File: src/rtl/game_check_if.sv
// ----------------------------------------------------------------------------
// game_check_if
//
// Purpose:
//   Register-file read bus between the answer checker and the register file
//   that the display/store stage fills. Reads are purely combinational: the
//   register file presents q for whatever address rn currently holds.
//
// Signals:
//   rn  [3:0]  read address, driven by the checker
//   q   [9:0]  read data for address rn, driven by the register file
//
// Modports:
//   master  checker side   (drives rn, receives q)
//   slave   regfile side   (receives rn, drives q)
// ----------------------------------------------------------------------------
interface game_check_if;

  logic [3:0] rn;
  logic [9:0] q;

  // The checker owns the address and only ever reads.
  modport master (
    output rn,
    input  q
  );

  // The register file answers whatever address is presented.
  modport slave (
    input  rn,
    output q
  );

endinterface

File: src/rtl/game_check.sv
// ----------------------------------------------------------------------------
// game_check
//
// Purpose:
//   Answer-checking stage of the memory game. After the display stage has
//   written DISPLAY_CYCLE values into the register file and raised
//   check_start, this block reads the entries back one at a time, waits for
//   the player to set the switches and press the confirm key, compares the
//   switch value with the stored value and keeps a running score. At the end
//   of the round it reports done, pass and the final score.
//
// Optional feature (macro GAME_CHECK_TIMEOUT_EN):
//   When defined, each entry has an answer window of TIMEOUT_CYCLES clocks.
//   If no press arrives in that window the entry is forced through the
//   compare as wrong and timeout_flag pulses for one cycle. When undefined
//   there is no counter, no timeout_flag port and WAIT lasts indefinitely.
//
// Parameters:
//   DISPLAY_CYCLE   entries per round, 1..15, must match the display stage
//   TIMEOUT_CYCLES  per-entry answer window (only with GAME_CHECK_TIMEOUT_EN)
//
// Ports:
//   clk           system clock, all logic on the rising edge
//   resetn        asynchronous active-low reset
//   check_start   level, starts a round from IDLE or DONE
//   confirm_key   raw active-low push button, asynchronous to clk
//   sw[9:0]       player answer switches
//   rf            register-file read bus (master: rn out, q in)
//   busy          high while a round is in progress
//   done          high from end of round until the next round starts
//   pass          valid while done, high when every entry matched
//   score[3:0]    number of correct entries so far
//   led[9:0]      sw while waiting for an answer, 3FF on pass, 000 on fail
//   timeout_flag  one-cycle pulse per timed-out entry (feature only)
// ----------------------------------------------------------------------------
module game_check #(
  parameter int DISPLAY_CYCLE = 10
`ifdef GAME_CHECK_TIMEOUT_EN
  , parameter int TIMEOUT_CYCLES = 50000000
`endif
) (
  input  logic        clk,
  input  logic        resetn,
  input  logic        check_start,
  input  logic        confirm_key,
  input  logic [9:0]  sw,
  game_check_if.master rf,
  output logic        busy,
  output logic        done,
  output logic        pass,
  output logic [3:0]  score,
  output logic [9:0]  led
`ifdef GAME_CHECK_TIMEOUT_EN
  , output logic      timeout_flag
`endif
);

  typedef enum logic [2:0] {
    IDLE,
    FETCH,
    LOAD,
    WAIT,
    COMPARE,
    DONE
  } state_t;

  localparam logic [3:0] LAST_INDEX = 4'(DISPLAY_CYCLE - 1);
  localparam logic [3:0] ROUND_SIZE = 4'(DISPLAY_CYCLE);

  state_t     r_state;
  state_t     w_stateNext;

  logic [3:0] r_index;
  logic [3:0] w_indexNext;
  logic [3:0] r_rn;
  logic [3:0] w_rnNext;
  logic [9:0] r_expected;
  logic [9:0] w_expectedNext;
  logic [9:0] r_answer;
  logic [9:0] w_answerNext;
  logic [3:0] r_score;
  logic [3:0] w_scoreNext;
  logic       r_done;
  logic       w_doneNext;
  logic       r_pass;
  logic       w_passNext;

  logic       r_keySync1;
  logic       r_keySync2;
  logic       r_keyPrev;
  logic       w_press;

  logic       w_timeout;
  logic       w_forceMiss;

  // The key is asynchronous, so it goes through two flops before anything
  // looks at it. A third flop holds the previous synchronized level so a
  // falling edge (key pressed, active-low) becomes a single-cycle pulse.
  // All three clear to 1 so that reset looks like a released key and can
  // never fabricate a press.
  always_ff @(posedge clk or negedge resetn) begin
    if (!resetn) begin
      r_keySync1 <= 1'b1;
      r_keySync2 <= 1'b1;
      r_keyPrev  <= 1'b1;
    end else begin
      r_keySync1 <= confirm_key;
      r_keySync2 <= r_keySync1;
      r_keyPrev  <= r_keySync2;
    end
  end

  assign w_press = r_keyPrev & ~r_keySync2;

`ifdef GAME_CHECK_TIMEOUT_EN
  localparam logic [25:0] TIMEOUT_LAST = 26'(TIMEOUT_CYCLES - 1);

  logic [25:0] r_toCount;
  logic        r_miss;
  logic        r_timeoutFlag;

  // A press arriving in the very cycle the window closes wins over the
  // timeout, so the timeout is suppressed whenever w_press is high.
  assign w_timeout = (r_state == WAIT) && (r_toCount == TIMEOUT_LAST) && !w_press;

  // Answer-window counter: cleared in LOAD so it starts from zero on the
  // first WAIT cycle, then counts every WAIT cycle. r_miss records whether
  // WAIT was left through the timeout so COMPARE can refuse the point even
  // if the stale answer register happens to match. timeout_flag is simply
  // the timeout condition delayed by one cycle.
  always_ff @(posedge clk or negedge resetn) begin
    if (!resetn) begin
      r_toCount     <= '0;
      r_miss        <= 1'b0;
      r_timeoutFlag <= 1'b0;
    end else begin
      r_timeoutFlag <= w_timeout;
      if (r_state == LOAD) begin
        r_toCount <= '0;
      end else if (r_state == WAIT) begin
        r_toCount <= r_toCount + 26'd1;
      end
      if (r_state == WAIT) begin
        r_miss <= w_timeout;
      end
    end
  end

  assign w_forceMiss  = r_miss;
  assign timeout_flag = r_timeoutFlag;
`else
  assign w_timeout   = 1'b0;
  assign w_forceMiss = 1'b0;
`endif

  // State register plus every datapath register of the round. Reset is
  // honoured in any state, including mid-round, and drops everything back
  // to an idle, all-zero view.
  always_ff @(posedge clk or negedge resetn) begin
    if (!resetn) begin
      r_state    <= IDLE;
      r_index    <= '0;
      r_rn       <= '0;
      r_expected <= '0;
      r_answer   <= '0;
      r_score    <= '0;
      r_done     <= 1'b0;
      r_pass     <= 1'b0;
    end else begin
      r_state    <= w_stateNext;
      r_index    <= w_indexNext;
      r_rn       <= w_rnNext;
      r_expected <= w_expectedNext;
      r_answer   <= w_answerNext;
      r_score    <= w_scoreNext;
      r_done     <= w_doneNext;
      r_pass     <= w_passNext;
    end
  end

  // Next-state and datapath decisions. The read address is loaded together
  // with the index (on round start and on advancing) so that rn is already
  // valid in FETCH; LOAD then captures q after rn has been stable for a full
  // cycle. check_start is only looked at in IDLE and DONE, which is what
  // makes it harmless while a round is running, including in the final
  // COMPARE cycle. Key pulses are only consumed in WAIT; anywhere else they
  // simply fall on the floor rather than being remembered.
  always_comb begin
    w_stateNext    = r_state;
    w_indexNext    = r_index;
    w_rnNext       = r_rn;
    w_expectedNext = r_expected;
    w_answerNext   = r_answer;
    w_scoreNext    = r_score;
    w_doneNext     = r_done;
    w_passNext     = r_pass;

    case (r_state)
      IDLE, DONE: begin
        if (check_start) begin
          w_stateNext = FETCH;
          w_indexNext = '0;
          w_rnNext    = '0;
          w_scoreNext = '0;
          w_doneNext  = 1'b0;
          w_passNext  = 1'b0;
        end
      end

      FETCH: begin
        w_rnNext    = r_index;
        w_stateNext = LOAD;
      end

      LOAD: begin
        w_expectedNext = rf.q;
        w_stateNext    = WAIT;
      end

      WAIT: begin
        if (w_press) begin
          w_answerNext = sw;
          w_stateNext  = COMPARE;
        end else if (w_timeout) begin
          w_stateNext = COMPARE;
        end
      end

      COMPARE: begin
        if (!w_forceMiss && (r_answer == r_expected)) begin
          w_scoreNext = r_score + 4'd1;
        end
        if (r_index == LAST_INDEX) begin
          w_stateNext = DONE;
          w_doneNext  = 1'b1;
          w_passNext  = (w_scoreNext == ROUND_SIZE);
        end else begin
          w_indexNext = r_index + 4'd1;
          w_rnNext    = r_index + 4'd1;
          w_stateNext = FETCH;
        end
      end

      default: begin
        w_stateNext = IDLE;
      end
    endcase
  end

  // The LEDs follow the switches live while an answer is being entered so
  // the player sees what will be submitted, and show all-on / all-off as the
  // round verdict in DONE.
  always_comb begin
    led = '0;
    if (r_state == WAIT) begin
      led = sw;
    end else if (r_state == DONE) begin
      led = r_pass ? 10'h3FF : 10'h000;
    end
  end

  assign busy  = (r_state == FETCH) || (r_state == LOAD) ||
                 (r_state == WAIT)  || (r_state == COMPARE);
  assign done  = r_done;
  assign pass  = r_pass;
  assign score = r_score;
  assign rf.rn = r_rn;

endmodule
File: src/flat_wrapper.sv
// flat-port wrapper written by rule: the top's interface ports become plain ports
module game_check_flat 
#(
  parameter int DISPLAY_CYCLE = 10

)
  (clk, resetn, check_start, confirm_key, sw, busy, done, pass, score, led, rf_rn, rf_q);
  game_check_if rf_i ();
  input  logic clk;
  input  logic resetn;
  input  logic check_start;
  input  logic confirm_key;
  input  logic [9:0] sw;
  output logic busy;
  output logic done;
  output logic pass;
  output logic [3:0] score;
  output logic [9:0] led;
  output wire logic [$bits(rf_i.rn)-1:0] rf_rn;
  input wire logic [$bits(rf_i.q)-1:0] rf_q;
  assign rf_rn = rf_i.rn;
  assign rf_i.q = rf_q;
  game_check #(.DISPLAY_CYCLE(DISPLAY_CYCLE)) u_core (.clk(clk), .resetn(resetn), .check_start(check_start), .confirm_key(confirm_key), .sw(sw), .rf(rf_i), .busy(busy), .done(done), .pass(pass), .score(score), .led(led));
endmodule
File: config.mk
export PLATFORM = sky130hd
export DESIGN_NAME = game_check_flat
export DESIGN_NICKNAME = d
export VERILOG_FILES = /design/src/rtl/game_check_if.sv /design/src/rtl/game_check.sv /design/src/flat_wrapper.sv
export SDC_FILE = /design/constraint.sdc
export NUM_CORES = 1
export LEC_CHECK = 0
export CORE_MARGIN = 10
export CORE_UTILIZATION = 45
export DETAILED_ROUTE_END_ITERATION = 8
export PLACE_DENSITY = 0.75
export SETUP_SLACK_MARGIN = 0.15
export SLEW_MARGIN = 20
export SYNTH_ARGS = -nofsm -noshare
export SYNTH_HDL_FRONTEND = slang
export SYNTH_SLANG_ARGS = --single-unit
File: constraint.sdc
create_clock -name clk -period 1.6 [get_ports clk]
set_input_delay 0.24 -clock clk [delete_from_list [all_inputs] [get_ports clk]]
set_output_delay 0.24 -clock clk [all_outputs]
set_load 0.05 [all_outputs]
==> reports/metrics.yaml <==
grt_pass1_wl_um: 9618
dpl_cell_area_um2: 2973
fillCellCount: 240
initial_utilization_pct: 46.92
dr.pass1.iters: 4
hold_viol_final: 0
antenna_cells: 0
synthCells: 185
cts_tree: "done"
seqCellArea_um2: 1010
worstSkewPairLatency_ns: 0.30
ys_ff_latch: 40
globalRouteOverflowTotal: 0
synthArstFlopShare_pct: 100.0
violations: "setup timing"
antenna_found_initial: 0
syn-num-nets: 212
fin_crit_ns: 1.816
numPortBuffers: 44
grt_pass1_vias: 1917
tightestPinTransition_ns: 0.4043
area_growth_pct: 73.11
synth_edf_count: 0
cp-start-kind: "register"
cap_violations: 0
post-route-period-util_pct: 113.5
ys_types: 40
pwr-share-comb_pct: 63.3
grt_max_degree: 41
timing.final.ws_setup_ns: -0.2162
htree_levels: 2
synthFlopType: "dfrtp_1"
numCtsBuffers: 5
sequentialPowerShare_pct: 26.5
dr.first_iter.drc_count: 71
synth_warnings: 0
die_area_um2: 7676
postRouteAntennaNets: 0
max-clock-path-buffers: 2
place_congestion: 0.8867
synth.top_cells.by_count: "dfrtp_1 (37), mux2_2 (24), a21o_1 (13), nor2_1 (13)"
setup_viol: 37
vias: 1844
rsz0062_at_grt: "yes"
routed_wl_um: 7000
final_cell_area_um2: 3561
avgSynthCellArea_um2: 11.12
peakVddDrop_v: 0.001124
viasPerCell: 5.622
switching_share_pct: 40.64
rows: 24
path_class: "register to output port"
drv_slew: 0
numClockSinks: 40
finalNetCount: 302
status: "complete, but fails checks"
clk_pin_slew_ns: 0.08
p_leak_nw: 1.632
cp.arrival_ns: 1.58
p_int_mw: 4.121
yosys.area.top_type_share_pct: 45.01
die-width_um: 87.61
pre_cts_ws_ns: -0.1251
wl_per_cell_um: 21.34
yosysSeqAreaShare_pct: 48.84
synth_largest_area_cell: "dfrtp_1"
multiInputGateArea_um2: 1324
final_layout_size_suffix_gt1_share_pct: 53.62
synth_area_leaders: "dfrtp_1 (45%), mux2_2 (13%), xor2_1 (5.1%), a21o_1 (4.7%), dfstp_2 (3.8%)"
max_freq_mhz: 550.6
crit_required_ns: 1.36
root_buffer: "clkbuf_8"
p_sw_mw: 2.821
core_um2: 4384
relSlewSlack_pct: 72.67
crit_path_end_kind: "output port"
cp_max_fo: 5
place_hpwl_um: 3834
syn_area_um2: 2057
synth.most_common_cell: "dfrtp_1"
drcViolationCount: 0
clkPwrFrac_pct: 10.2
chipHeight_um: 87.61
skew_ns: 0.009992
p_per_area_nw_per_um2: 1950
grt.total_usage_pct: 16.02
io_pins: 45
hp-class: "primary input to register"
[critical path, cell delays in order (launching register included)]
cell     delay (ns)
dfrtp_1        0.42
nor2b_2        0.29
and3_4         0.31
a21o_4         0.12
buf_12         0.13
[area by class of cell]
type,count,share of cell area [%]
clock inverters,2,0.2811
inverters,3,0.3162
well taps,52,1.827
repair buffers,91,29.73
clock buffers,6,2.319
multi-input cells,134,37.17
flip-flops and latches,40,28.36
[power by group through the flow]
stage	Sequential (mW)	Combinational [mW]	Clock, mW
2_1_floorplan	2.00	1.72	0
3_3_place_gp	1.77	3.24	0
3_5_place_dp	1.79	3.29	0
4_1_cts	1.78	3.75	0.719
5_1_grt	1.89	4.59	0.767
6_report	1.84	4.39	0.709
[cells in the final DEF, fill, tap and decap left out, types with 2 or more instances in the layout]
master	count
nand2b_1	3
nor3b_2	2
and3b_2	2
o21ai_1	5
nor2_1	8
mux2_4	24
a21o_4	10
and3_4	2
buf_4	31
nor2_4	3
clkbuf_8	6
a21oi_1	4
clkbuf_16	2
nor3b_1	2
buf_6	16
buf_12	18
clkinv_2	2
nand2_1	9
mux2i_1	2
clkdlybuf4s50_1	22
ha_1	2
xor2_1	12
dfstp_2	3
o21ai_0	3
nand3_1	3
inv_1	2
nand2_4	2
a31oi_1	3
nor3_1	2
dfrtp_2	4
nor2_2	2
o22ai_1	2
dfrtp_1	33
a21o_1	3
[metal layers]
layer  wire length [um]  track usage, %  up-vias
met5                  0               0        -
met1               2795           17.81      921
li1                   -               -      841
met3                295           4.364       25
met4                312           7.971        0
met2               3597           27.51       57
[path summary, 6_finish.rpt]
path	start	to	depth (start not counted)	slack (ns)
max in group asynchronous	resetn	u_core.r_keyPrev	3	0.91
worst max-delay path	u_core.r_state[2]	led[7]	4	-0.22
min in group asynchronous	resetn	u_core.r_expected[5]	3	0.43
worst min register to register	u_core.r_keySync1	u_core.r_keySync2	0	0.36
worst min-delay path	confirm_key	u_core.r_keySync1	1	0.36
worst max register to register	u_core.r_expected[1]	u_core.score[3]	5	-0.15
[metrics by stage]
stage	utilization (%)	power [mW]	cells	hold WS, ns	setup TNS (ns)
CTS	75.06	6.242	317	0.3426	-2.193
floorplan	-	3.715	185	-0.05559	-0.2408
global route	81.22	7.244	328	0.3505	-5.678
global placement	67.81	5.014	300	0.2230	-1.327
detailed placement	67.81	5.088	300	0.2255	-1.812
finish	81.22	6.942	328	0.3572	-3.898
[sequential cells by signal (all words and copies together), names as in the netlist]
register,flops
u_core.r_answer,10
u_core.r_expected,10
u_core.r_index,4
u_core.rf.rn,4
u_core.score,4
u_core.r_state,3
u_core.done,1
u_core.pass,1
u_core.r_keyPrev,1
u_core.r_keySync1,1
u_core.r_keySync2,1
[cells by family after synthesis]
logic type / Yosys count / synth area share [%]
muxes: 26 / 14.11
adders and majority gates: 3 / 1.825
DFF: 40 / 48.84
and+or+nand+nor: 50 / 13.32
buffers and inverters: 12 / 2.738
AOI/OAI and AO/OA: 41 / 13.63
xor gates and xnor gates: 13 / 5.535
[repair_timing]
action,in CTS,in global routing
buffers inserted,7,8
gates cloned,1,3
setup endpoints to repair,37,46
hold buffers,1,0
endpoints found under the hold margin,37,0
pin swaps,10,28
gates resized for setup,45,42
(Power assumes the default switching activity.)
